===== src/rtl/multiword_add_sequencer.sv =====
// multiword_add_sequencer
//   Adds two NWORDS x 16-bit operands one word per clock through a single
//   16-bit ripple-carry adder. A request is accepted in IDLE, the words are
//   summed low to high in RUN, and the result is held in HOLD until the
//   consumer takes it.
//   Optional feature: define MULTIWORD_ADD_SUB_EN to add the `sub` port,
//   which turns the operation into a - b (B inverted, initial carry forced 1).

module ripple_carry_adder_16bit (
    input  logic [15:0] A,
    input  logic [15:0] B,
    input  logic        Cin,
    output logic [15:0] Sum,
    output logic        Cout
);

    logic [16:0] w_c;

    // Bit-serial carry chain across the 16 bits.
    always_comb begin
        w_c    = '0;
        Sum    = '0;
        w_c[0] = Cin;
        for (int i = 0; i < 16; i++) begin
            Sum[i]   = A[i] ^ B[i] ^ w_c[i];
            w_c[i+1] = (A[i] & B[i]) | (w_c[i] & (A[i] ^ B[i]));
        end
        Cout = w_c[16];
    end

endmodule

module multiword_add_sequencer #(
    parameter int NWORDS = 4
) (
    input  logic                 clk,
    input  logic                 rst,
    input  logic                 in_valid,
    output logic                 in_ready,
    input  logic [16*NWORDS-1:0] a,
    input  logic [16*NWORDS-1:0] b,
    input  logic                 cin,
`ifdef MULTIWORD_ADD_SUB_EN
    input  logic                 sub,
`endif
    output logic                 out_valid,
    input  logic                 out_ready,
    output logic [16*NWORDS-1:0] sum,
    output logic                 cout,
    output logic                 ovf
);

    localparam int W  = 16 * NWORDS;
    localparam int KW = $clog2(NWORDS);

    localparam logic [1:0] S_IDLE = 2'd0;
    localparam logic [1:0] S_RUN  = 2'd1;
    localparam logic [1:0] S_HOLD = 2'd2;

    logic [1:0]    r_state;
    logic [W-1:0]  r_a;
    logic [W-1:0]  r_b;
    logic [W-1:0]  r_sum;
    logic          r_carry;
    logic [KW-1:0] r_k;
    logic          r_cout;
    logic          r_ovf;

    logic [W-1:0]  w_b_in;
    logic          w_cin_in;
    logic [15:0]   w_a_word;
    logic [15:0]   w_b_word;
    logic [15:0]   w_sum_word;
    logic          w_cout;
    logic          w_last;
    logic          w_ovf;

`ifdef MULTIWORD_ADD_SUB_EN
    // Subtraction is a + ~b + 1, so B is inverted once at accept time.
    assign w_b_in   = sub ? ~b : b;
    assign w_cin_in = sub ? 1'b1 : cin;
`else
    assign w_b_in   = b;
    assign w_cin_in = cin;
`endif

    // Select the operand words addressed by the current word index.
    always_comb begin
        w_a_word = '0;
        w_b_word = '0;
        for (int i = 0; i < NWORDS; i++) begin
            if (r_k == KW'(i)) begin
                w_a_word = r_a[16*i +: 16];
                w_b_word = r_b[16*i +: 16];
            end
        end
    end

    ripple_carry_adder_16bit u_adder (
        .A    (w_a_word),
        .B    (w_b_word),
        .Cin  (r_carry),
        .Sum  (w_sum_word),
        .Cout (w_cout)
    );

    assign w_last = (r_k == KW'(NWORDS - 1));
    // Carry into the MSB is recovered from the MSB's own sum bit; only valid
    // while the top word is in the adder.
    assign w_ovf  = w_cout ^ (r_a[W-1] ^ r_b[W-1] ^ w_sum_word[15]);

    // Control FSM plus word-serial datapath state.
    always_ff @(posedge clk) begin
        if (rst) begin
            r_state <= S_IDLE;
            r_a     <= '0;
            r_b     <= '0;
            r_sum   <= '0;
            r_carry <= 1'b0;
            r_k     <= '0;
            r_cout  <= 1'b0;
            r_ovf   <= 1'b0;
        end else begin
            case (r_state)
                S_IDLE: begin
                    if (in_valid) begin
                        r_a     <= a;
                        r_b     <= w_b_in;
                        r_carry <= w_cin_in;
                        r_sum   <= '0;
                        r_k     <= '0;
                        r_cout  <= 1'b0;
                        r_ovf   <= 1'b0;
                        r_state <= S_RUN;
                    end
                end
                S_RUN: begin
                    for (int i = 0; i < NWORDS; i++) begin
                        if (r_k == KW'(i)) begin
                            r_sum[16*i +: 16] <= w_sum_word;
                        end
                    end
                    r_carry <= w_cout;
                    if (w_last) begin
                        r_cout  <= w_cout;
                        r_ovf   <= w_ovf;
                        r_state <= S_HOLD;
                    end else begin
                        r_k <= r_k + KW'(1);
                    end
                end
                S_HOLD: begin
                    if (out_ready) begin
                        r_state <= S_IDLE;
                    end
                end
                default: begin
                    r_state <= S_IDLE;
                end
            endcase
        end
    end

    assign in_ready  = (r_state == S_IDLE);
    assign out_valid = (r_state == S_HOLD);
    assign sum       = r_sum;
    assign cout      = r_cout;
    assign ovf       = r_ovf;

endmodule


===== config.mk =====
export PLATFORM = sky130hd
export DESIGN_NAME = multiword_add_sequencer
export DESIGN_NICKNAME = d
export VERILOG_FILES = /design/src/rtl/multiword_add_sequencer.sv
export SDC_FILE = /design/constraint.sdc
export NUM_CORES = 1
export LEC_CHECK = 0
export CAP_MARGIN = 10
export CORE_AREA = 2 2 137 139
export CTS_CLUSTER_SIZE = 14
export DETAILED_ROUTE_END_ITERATION = 10
export DIE_AREA = 0 0 139 141
export PLACE_DENSITY = 0.82
export REMOVE_ABC_BUFFERS = 1
export SLEW_MARGIN = 25
export SYNTH_ARGS = -nofsm -noshare
export SYNTH_HDL_FRONTEND = slang
export SYNTH_SLANG_ARGS = --single-unit

===== constraint.sdc =====
create_clock -name clk -period 26.6 [get_ports clk]
set_input_delay 3.99 -clock clk [delete_from_list [all_inputs] [get_ports clk]]
set_output_delay 3.99 -clock clk [all_outputs]
set_load 0.01 [all_outputs]

==> out/metrics.yaml <==
status:
  status: "complete, no violations"
clock_tree:
  cts_setup_buffers: 0
  cts.root.buffer_cell: "clkbuf_16"
  clock_path_buffers: 2
  numCtsBuffers: 17
  clock_latency_ps: 430
  clkTransAtPathRegs_ps: 60
  cts_num_sinks: 199
  cts_hold_buf: 0
  ctsResizeCount: 0
  cts_tree: "done"
  htree_levels: 4
yosys:
  synth-seq-cells: 199
  synth.largest_area_cell: "dfxtp_1"
  synth.top_cell.area_share_pct: 45.0
  synth.avg_cell_area_um2: 7.77
  ys_types: 28
  synthCells: 1138
  yosysSeqAreaShare_pct: 45.0
  netlist_top_cells_area: "dfxtp_1 (45%), a21oi_1 (15%), nand2_1 (12%)"
  yosys_warnings: 0
  synth_area_mm2: 0.00885
setup_path:
  crit_type: "flop to flop"
  cp-end-kind: "flop"
  critPathMostFrequentCell: "fa_1"
  startpoint_type: "flop"
  rrSetupSlack_ps: 17330
  critPathArrivalTime_ps: 9580
  slowest_stage: "fa_1"
  r2r_cells: 26
  timing.rr.start: "r_k[1]"
  cpPeakStageDelay_ps: 550
  path_max_fanout: 25
  regToRegEndpoint: "ovf"
  cp.required_ps: 26910
timing:
  hold_ws_ps: 454
  min_period_over_period_pct: 34.8
  fin_skew_ps: 9.65
  slew_viol_final: 0
  finalSetupViolCount: 0
  grt_setup_unrepaired: "no"
  hold_violations: 0
  worst_pin_slew_ps: 1010
  tns_ps: 0
  clock.fmax_mhz: 108
  fin_ws_ps: 17330
  max_slew_margin_pct: 32.3
  post-route-min-period_ps: 9270
power_and_ir_drop:
  power.density_mw_per_mm2: 61.0
  p_leak_nw: 3.90
  power_uw: 693
  p_clk_share_pct: 37.0
  power_frac_comb_pct: 16.2
  power.internal_uw: 510
  vdd_drop_max_v: 0.0000470
  power.switching_uw: 184
  sw_frac_of_total_pct: 26.5
  seqPwrFrac_pct: 46.8
place:
  place_ws_ps: 17360
  place_area_mm2: 0.0108
  dp_hpwl_mm: 14.9
  dp_cells: 1471
  gp_congestion: 0.800
  place.port_buffers: 200
routing:
  drt_iter0_markers: 783
  via_count: 8395
  wl_per_cell_um: 16.0
  vias_per_cell: 5.59
  routed_wirelength_mm: 24.1
  first_pass_iters: 5
  drc_errors: 0
  antenna_left: 0
cells_and_area:
  diodes: 0
  area_growth_pct: 28.4
  fin_area_mm2: 0.0114
  finish.utilization_pct: 62.2
  final_nets: 1409
  fin_cells: 1503
  layout_commonest_cell: "nand2_1"
  drive_gt1_share_pct: 4.10
  final_cell_mix: "nand2_1 (288), a21oi_1 (260), clkdlybuf4s50_1 (199), dfxtp_1 (198), o21ai_0 (105)"
die:
  core-area_mm2: 0.0183
  start_util_pct: 48.4
  ios: 201
  die_h_um: 141
  dieArea_mm2: 0.0196
  rows: 50
  die_w_um: 139
global_route:
  overflow: 0
  grt_start_max_net_pins: 102
  grt_usage_pct: 24.2
  grt_pass1_vias: 7681
  antenna_found_initial: 0
  grt_first_pass_wirelength_mm: 39.0
min_path:
  worstHoldPathType: "flop to flop"
  min_to: "r_b[0]"
  hold_depth: 2
  min_from: "r_b[0]"
run:
  cap_violations: 0
==> final cells by class <==
type                            count  area [µm²]
Fill cell                        1571        6910
Multi-Input combinational cell    790        4280
Sequential cell                   199        3990
Timing Repair Buffer              210        2080
Clock buffer                       22         464
Tap cell                          234         293
Inverter                           38         143
Clock inverter                     10         120
==> kinds of logic (layout without fill, tap and decap cells) <==
kind of cell             after synthesis  count (layout)  synth area share (%)
XOR/XNOR                               3               3                 0.297
multiplexers                           5               5                 0.608
buffers and inverters                149             280                  7.55
AND/OR/NAND/NOR                      302             302                  13.2
flip-flops                           199             199                  45.0
adder cells (fa/ha/maj)               20              20                  4.19
AO/OA/AOI/OAI                        460             460                  29.1
==> sequential cells by signal, summed over array words and instances (netlist names) <==
signal / cells
r_a: 64
r_k: 2
sum: 64
ovf: 1
r_carry: 1
r_b: 64
cout: 1
r_state: 2
==> worst max-delay path: cells and delay by family, from the launching register on <==
kind            cells  cell delay, ps
fa+ha+maj          17            7360
compound gates      4             770
flops               1             450
xor+xnor            2             340
buf+inv             3             250
==> cell usage after synthesis <==
cell	number
nor2_1	2
buf_6	9
nor3b_1	2
buf_2	27
o211ai_1	59
buf_1	1
mux2i_2	1
fa_1	16
a21oi_1	260
a22o_1	28
nand2b_1	1
dfxtp_1	199
inv_1	38
o21ai_0	105
nor3_1	1
a22oi_1	6
nand3_1	3
ha_1	4
o21ai_1	1
nor3b_2	1
clkbuf_1	72
nor2b_1	3
mux2i_1	4
or3b_1	1
xnor2_1	3
buf_4	2
nand2_1	288
o41ai_1	1
==> power groups by stage <==
stage | clock (mW) | combinational [mW] | sequential, mW
finish | 0.256 | 0.112 | 0.325
CTS | 0.258 | 0.112 | 0.324
global placement | 0 | 0.109 | 0.330
global route | 0.270 | 0.124 | 0.326
detailed placement | 0 | 0.111 | 0.331
floorplan | 0 | 0.0583 | 0.330
==> routing by layer <==
metal / global-route usage, % / part of all wire [%]
met1: 33.6 / 45
met2: 37.9 / 47
met3: 5.50 / 7.1
met4: 6.86 / 1.6
met5: 0 / 0
==> worst max path at each step <==
stage | slack [ps] | from | to
2_1_floorplan | 16530 | in_valid | r_carry
3_3_place_gp | 17510 | r_k[1] | ovf
3_5_place_dp | 17360 | r_k[1] | ovf
4_1_cts | 17340 | r_k[1] | ovf
5_1_grt | 16950 | r_k[1] | ovf
6_report | 17330 | r_k[1] | ovf
Note: power is estimated with default switching activity, not from simulation.
